[config.mk]
export PLATFORM = sky130hd
export DESIGN_NAME = div_scheduler
export DESIGN_NICKNAME = d
export VERILOG_FILES = /design/src/rtl/div_scheduler.sv
export SDC_FILE = /design/constraint.sdc
export NUM_CORES = 1
export LEC_CHECK = 0
export ABC_CLOCK_PERIOD_IN_PS = 2650
export CAP_MARGIN = 25
export CELL_PAD_IN_SITES_DETAIL_PLACEMENT = 1
export CELL_PAD_IN_SITES_GLOBAL_PLACEMENT = 2
export CORE_MARGIN = 1
export CORE_UTILIZATION = 20
export CTS_CLUSTER_DIAMETER = 40
export DETAILED_ROUTE_END_ITERATION = 12
export GPL_TIMING_DRIVEN = 0
export PLACE_DENSITY_LB_ADDON = 0.15
export SLEW_MARGIN = 20
export SYNTH_ARGS = -nofsm -noshare
export SYNTH_HDL_FRONTEND = slang
export SYNTH_SLANG_ARGS = --single-unit
[constraint.sdc]
create_clock -name clk_i -period 2.65 [get_ports clk_i]
set_input_delay 0.53 -clock clk_i [delete_from_list [all_inputs] [get_ports clk_i]]
set_output_delay 0.53 -clock clk_i [all_outputs]
set_load 0.01 [all_outputs]
[src/rtl/div_scheduler.sv]
// Round-robin scheduler sharing one sequential divider among N_CH channels.
// It captures the winner's operands, issues a start pulse, and routes the result or a watchdog abort.
module div_scheduler #(
  parameter int unsigned N_CH        = 4,
  parameter int unsigned WIDTH       = 32,
  parameter int unsigned TIMEOUT_CYC = 64
) (
  input  logic                  clk_i,
  input  logic                  reset_ni,
  input  logic [N_CH-1:0]       req_i,
  input  logic [N_CH*WIDTH-1:0] x_i,
  input  logic [N_CH*WIDTH-1:0] y_i,
  output logic [N_CH-1:0]       gnt_o,
  output logic [N_CH-1:0]       done_o,
  output logic [WIDTH-1:0]      q_o,
  output logic                  dbz_o,
  output logic                  timeout_o,
  output logic                  busy_o,
  output logic                  div_start_o,
  output logic [WIDTH-1:0]      div_x_o,
  output logic [WIDTH-1:0]      div_y_o,
  input  logic                  div_busy_i,
  input  logic                  div_valid_i,
  input  logic                  div_dbz_i,
  input  logic [WIDTH-1:0]      div_q_i
);

  localparam int unsigned PtrW = (N_CH > 1) ? $clog2(N_CH) : 1;
  localparam int unsigned WdW  = $clog2(TIMEOUT_CYC + 1);
  localparam logic [WdW-1:0] WdLast = WdW'(TIMEOUT_CYC - 1);

  typedef logic [PtrW-1:0] ch_t;
  typedef enum logic [1:0] {StIdle, StIssue, StWait} state_e;

  state_e           state_q, state_d;
  ch_t              ptr_q, ptr_d;
  ch_t              owner_q, owner_d;
  logic             first_q, first_d;
  logic [WdW-1:0]   wd_q, wd_d;
  logic [WIDTH-1:0] div_x_q, div_x_d;
  logic [WIDTH-1:0] div_y_q, div_y_d;
  logic [WIDTH-1:0] q_q, q_d;
  logic             dbz_q, dbz_d;
  logic             to_q, to_d;
  logic [N_CH-1:0]  done_q, done_d;
  logic [N_CH-1:0]  owner_oh;

  logic             found;
  ch_t              winner;
  int unsigned      idx;
  logic [WIDTH-1:0] x_sel, y_sel;

  // First requesting channel at or after ptr_q, wrapping around.
  always_comb begin
    found  = 1'b0;
    winner = '0;
    idx    = 0;
    for (int unsigned i = 0; i < N_CH; i++) begin
      idx = (32'(ptr_q) + i) % N_CH;
      if (!found && req_i[ch_t'(idx)]) begin
        found  = 1'b1;
        winner = ch_t'(idx);
      end
    end
  end

  always_comb begin
    x_sel = '0;
    y_sel = '0;
    for (int unsigned c = 0; c < N_CH; c++) begin
      if (ch_t'(c) == winner) begin
        x_sel = x_i[c*WIDTH +: WIDTH];
        y_sel = y_i[c*WIDTH +: WIDTH];
      end
    end
  end

  assign owner_oh = {{(N_CH-1){1'b0}}, 1'b1} << owner_q;

  always_comb begin
    state_d     = state_q;
    ptr_d       = ptr_q;
    owner_d     = owner_q;
    first_d     = first_q;
    wd_d        = wd_q;
    div_x_d     = div_x_q;
    div_y_d     = div_y_q;
    q_d         = q_q;
    dbz_d       = dbz_q;
    to_d        = to_q;
    done_d      = '0;
    gnt_o       = '0;
    div_start_o = 1'b0;

    unique case (state_q)
      StIdle: begin
        if (found) begin
          div_x_d = x_sel;
          div_y_d = y_sel;
          owner_d = winner;
          ptr_d   = (winner == ch_t'(N_CH - 1)) ? '0 : winner + ch_t'(1);
          first_d = 1'b1;
          state_d = StIssue;
        end
      end
      StIssue: begin
        // Any div_valid_i seen here belongs to an op that was already aborted.
        if (first_q) gnt_o = owner_oh;
        first_d = 1'b0;
        if (!div_busy_i) begin
          div_start_o = 1'b1;
          wd_d        = '0;
          state_d     = StWait;
        end
      end
      StWait: begin
        wd_d = wd_q + WdW'(1);
        if (div_valid_i) begin
          q_d     = div_q_i;
          dbz_d   = div_dbz_i;
          to_d    = 1'b0;
          done_d  = owner_oh;
          state_d = StIdle;
        end else if (wd_q == WdLast) begin
          q_d     = '0;
          dbz_d   = 1'b0;
          to_d    = 1'b1;
          done_d  = owner_oh;
          state_d = StIdle;
        end
      end
      default: state_d = StIdle;
    endcase
  end

  always_ff @(posedge clk_i or negedge reset_ni) begin
    if (!reset_ni) begin
      state_q <= StIdle;
      ptr_q   <= '0;
      owner_q <= '0;
      first_q <= 1'b0;
      wd_q    <= '0;
      div_x_q <= '0;
      div_y_q <= '0;
      q_q     <= '0;
      dbz_q   <= 1'b0;
      to_q    <= 1'b0;
      done_q  <= '0;
    end else begin
      state_q <= state_d;
      ptr_q   <= ptr_d;
      owner_q <= owner_d;
      first_q <= first_d;
      wd_q    <= wd_d;
      div_x_q <= div_x_d;
      div_y_q <= div_y_d;
      q_q     <= q_d;
      dbz_q   <= dbz_d;
      to_q    <= to_d;
      done_q  <= done_d;
    end
  end

  assign done_o    = done_q;
  assign q_o       = q_q;
  assign dbz_o     = dbz_q;
  assign timeout_o = to_q;
  assign busy_o    = (state_q != StIdle);
  assign div_x_o   = div_x_q;
  assign div_y_o   = div_y_q;

endmodule

==> summary.md <==
| Metric | Value |
|---|---|
| Status | `finished clean` |
| Clock network power share | `0.209` |
| Synth warn | `0` |
| Cell taking the most area after synthesis | `dfrtp_1` |
| P per Cell Area | `1070 nW/um^2` |
| Crit path arrival time | `2880 ps` |
| Routed vias | `about 8.1k` |
| Unique masters post-synth | `43` |
| Initial drt markers | `270` |
| Cells after Synth | `828` |
| Comb pwr share | `0.557` |
| Tightest Pin Transition | `approximately 590 ps` |
| Initial antenna violation count | `11` |
| Layout cells sized above 1 | `0.0852` |
| Ys async rst share | `1.00` |
| Count leader, synth | `a21oi_1` |
| Synth top area cells | `dfrtp_1 (42%), a21oi_1 (10%), a221o_1 (9.3%), nand2_1 (7.3%), nand3b_1 (7.2%)` |
| CTS root buffer | `clkbuf_16` |
| Clk sinks | `116` |
| Mapped Area | `6880 sq um` |
| Fmax | `394 MHz` |
| Final Cycle Share | `0.959` |
| Synthesized net count | `1,130` |
| Total CTS buffers | `17` |
| Sw power | `between 5 and 6 mW` |
| Peak supply drop | `roughly 0.42 mV` |
| Die area | `35,100 sq um` |
| Hold slack | `33.2 ps` |
| Die Span X | `between 150 and 200 microns` |
| Mux share of post-synthesis cell area | `0.00455` |
| Syn Area/Cell | `roughly 8.3 sq um` |
| RSZ-0062 raised after global routing | `no` |
| Critical Path RT | `2990 ps` |
| Pin count of the biggest net entering global routing | `63` |
| Initial core utilization | `0.204` |
| Commonest cells in the netlist | `a21oi_1 (140), nand2_1 (134), dfrtp_1 (116), inv_1 (67), nand3b_1 (66)` |
| DP HPWL | `roughly 28,000 microns` |
| FF+latch count, synth | `116` |
| Worst-Skew Late Latency | `420 ps` |
| Simple-gate share of the synthesized area | `0.173` |
| First-pass GRT wire length | `55,400 microns` |
| Port Buf Inserts | `404` |
| Largest family of logic cells by synthesized area | `compound AO/OA/AOI/OAI gates` |
| Synth top area share | `0.422` |
| Ys flop type | `dfrtp_1` |
| Post-synth EDFFs | `0` |
| Final Hold Fails | `0` |
| Post-Synth Adder-Cell Area | `0.00910` |
| CP Launch Type | `input port` |
| Synth-to-Final Area Change | `79.9%` |
| Core area | `~34,000 sq um` |
| Sequential area share after synthesis | `0.422` |
| CTS tree | `done` |
| Setup Skew | `12.9 ps` |
| Crit Path Max Fanout | `10` |
| Vias in the first global route | `8,756` |
| Residual DRC count | `0` |
| Post-Route WL | `36,800 microns` |
| Min-delay worst type | `in -> async` |
| Final Max Slew Viols | `0` |
| # setup viols final | `0` |
| Crit path kind | `in -> reg` |
| Flop pwr share | `0.234` |
| Layout Nets | `1,557` |
| H-tree levels | `4` |
| CP Capture Type | `register` |
| Inst Count DP | `1,681` |
| DR vias/cell | `4.69` |
| GRT Util Overall | `0.210` |
| Die height | `187 microns` |
| Synth Area in XOR/XNOR | `0.00127` |
| GR Overflow Total | `0` |
| Site Rows | `between 60 and 70` |
| First-pass detailed-route iteration total | `4` |
| WL/cell | `21.4 microns` |
| Finished Layout Cells | `1,722` |
| Pleak | `4.99 nW` |
| GP Congestion | `0.801` |
| Minimum clock period | `2540 ps` |
| Internal cell power | `7.89 mW` |
| Fillers | `3,936` |
| Slew margin rel. | `0.606` |
| Sw frac | `0.402` |
| Hold-fix buffers, CTS | `0` |
| Max Cap Violations | `0` |
| R2r setup slk | `170 ps` |
| Post-synthesis compound-gate area fraction | `0.296` |
| Longest Clk Path Bufs | `2` |
| Io pins | `between 400 and 500` |
| Clock-pin slew on the worst setup and hold paths | `70 ps` |
| Routed Antenna Nets | `0` |
-- cell type report --
class,instances,area (sq um),area share
clock buffer,17,425,0.0344
timing repair buffer,408,4110,0.332
antenna,7,17.5,0.00142
clock inverter,14,250,0.0202
sequential,116,2900,0.235
tap,448,561,0.0453
inverter,68,255,0.0206
buffer,83,482,0.0390
multi-input combinational,561,3360,0.272
-- registers in the layout, summed over array words and instances (netlist names) --
| name | cells |
|---|---|
| timeout_o | 1 |
| owner_q | 2 |
| dbz_o | 1 |
| div_x_o | 32 |
| wd_q | 7 |
| q_o | 32 |
| first_q | 1 |
| ptr_q | 2 |
| div_y_o | 32 |
| done_o | 4 |
| state_q | 2 |
-- path summary, 6_finish.rpt --
kind | start | end | depth (start not counted)
setup / recovery | req_i[3] | div_x_o[11] | 10
hold / removal | reset_ni | wd_q[3] | 1
setup reg to reg | ptr_q[1] | div_x_o[11] | 10
hold reg to reg | timeout_o | timeout_o | 1
max in group asynchronous | reset_ni | q_o[31] | 2
min in group clk_i | timeout_o | timeout_o | 1
-- critical path, cell delays in order --
cell and delay (ps):
clkdlybuf4s50_1 500, a311oi_2 320, or2_4 190, ha_2 220, buf_6 150, buf_6 170, buf_6 170, a21oi_1 70
a221o_1 350, a31oi_1 190
-- logic make-up (layout without fill, tap and decap cells) --
logic type	Yosys count	in the layout
compound gates	320	320
simple gates	232	232
fa+ha+maj	5	5
other cells	0	7
xor+xnor	1	1
buf+inv	151	590
flops	116	116
mux	3	3
-- cell usage in the layout (no fill, tap or decap), drive strengths merged, types with 6 or more instances in the layout --
cell	instances
clkdlybuf4s50	397
clkinv	6
bufinv	6
a31oi	64
diode	7
nand3b	66
nor2	10
dfrtp	116
a221o	64
inv	70
buf	41
a21oi	140
nand2	134
clkbuf	64
o21ai	41
-- per-layer routing --
layer	share of wire	track usage
met5	0.0013	0
met4	0.014	0.0600
met3	0.073	0.0689
met2	0.50	0.367
met1	0.41	0.242
-- timing repair --
item,4_1_cts,5_1_grt
gates cloned,0,1
pin swaps,1,1
setup endpoints to repair,65,69
gates resized for setup,39,38
buffers inserted,1,1
-- stage by stage --
stage / cell area, sq um / power [mW] / setup slack [ps] / TNS [ps] / utilization
3_5_place_dp: 11500 / 10.4 / -958 / -54330 / 0.342
4_1_cts: 12300 / 13.3 / -86.9 / -1060 / 0.364
3_3_place_gp: 11500 / 10.3 / -4320 / -551310 / 0.341
5_1_grt: 12400 / 14.2 / 11.0 / 0 / 0.367
6_report: 12400 / 13.2 / 109 / 0 / 0.367
2_1_floorplan: 6880 / 6.72 / 317 / 0 / -
-- power by group through the flow --
stage	clock network, mW	registers, mW	logic [mW]
2_1_floorplan	0	3.40	3.32
3_3_place_gp	0	3.08	7.22
6_report	2.76	3.09	7.35
3_5_place_dp	0	3.11	7.27
5_1_grt	2.90	3.21	8.04
4_1_cts	2.83	3.10	7.39
Note: power is estimated with default switching activity, not from simulation.
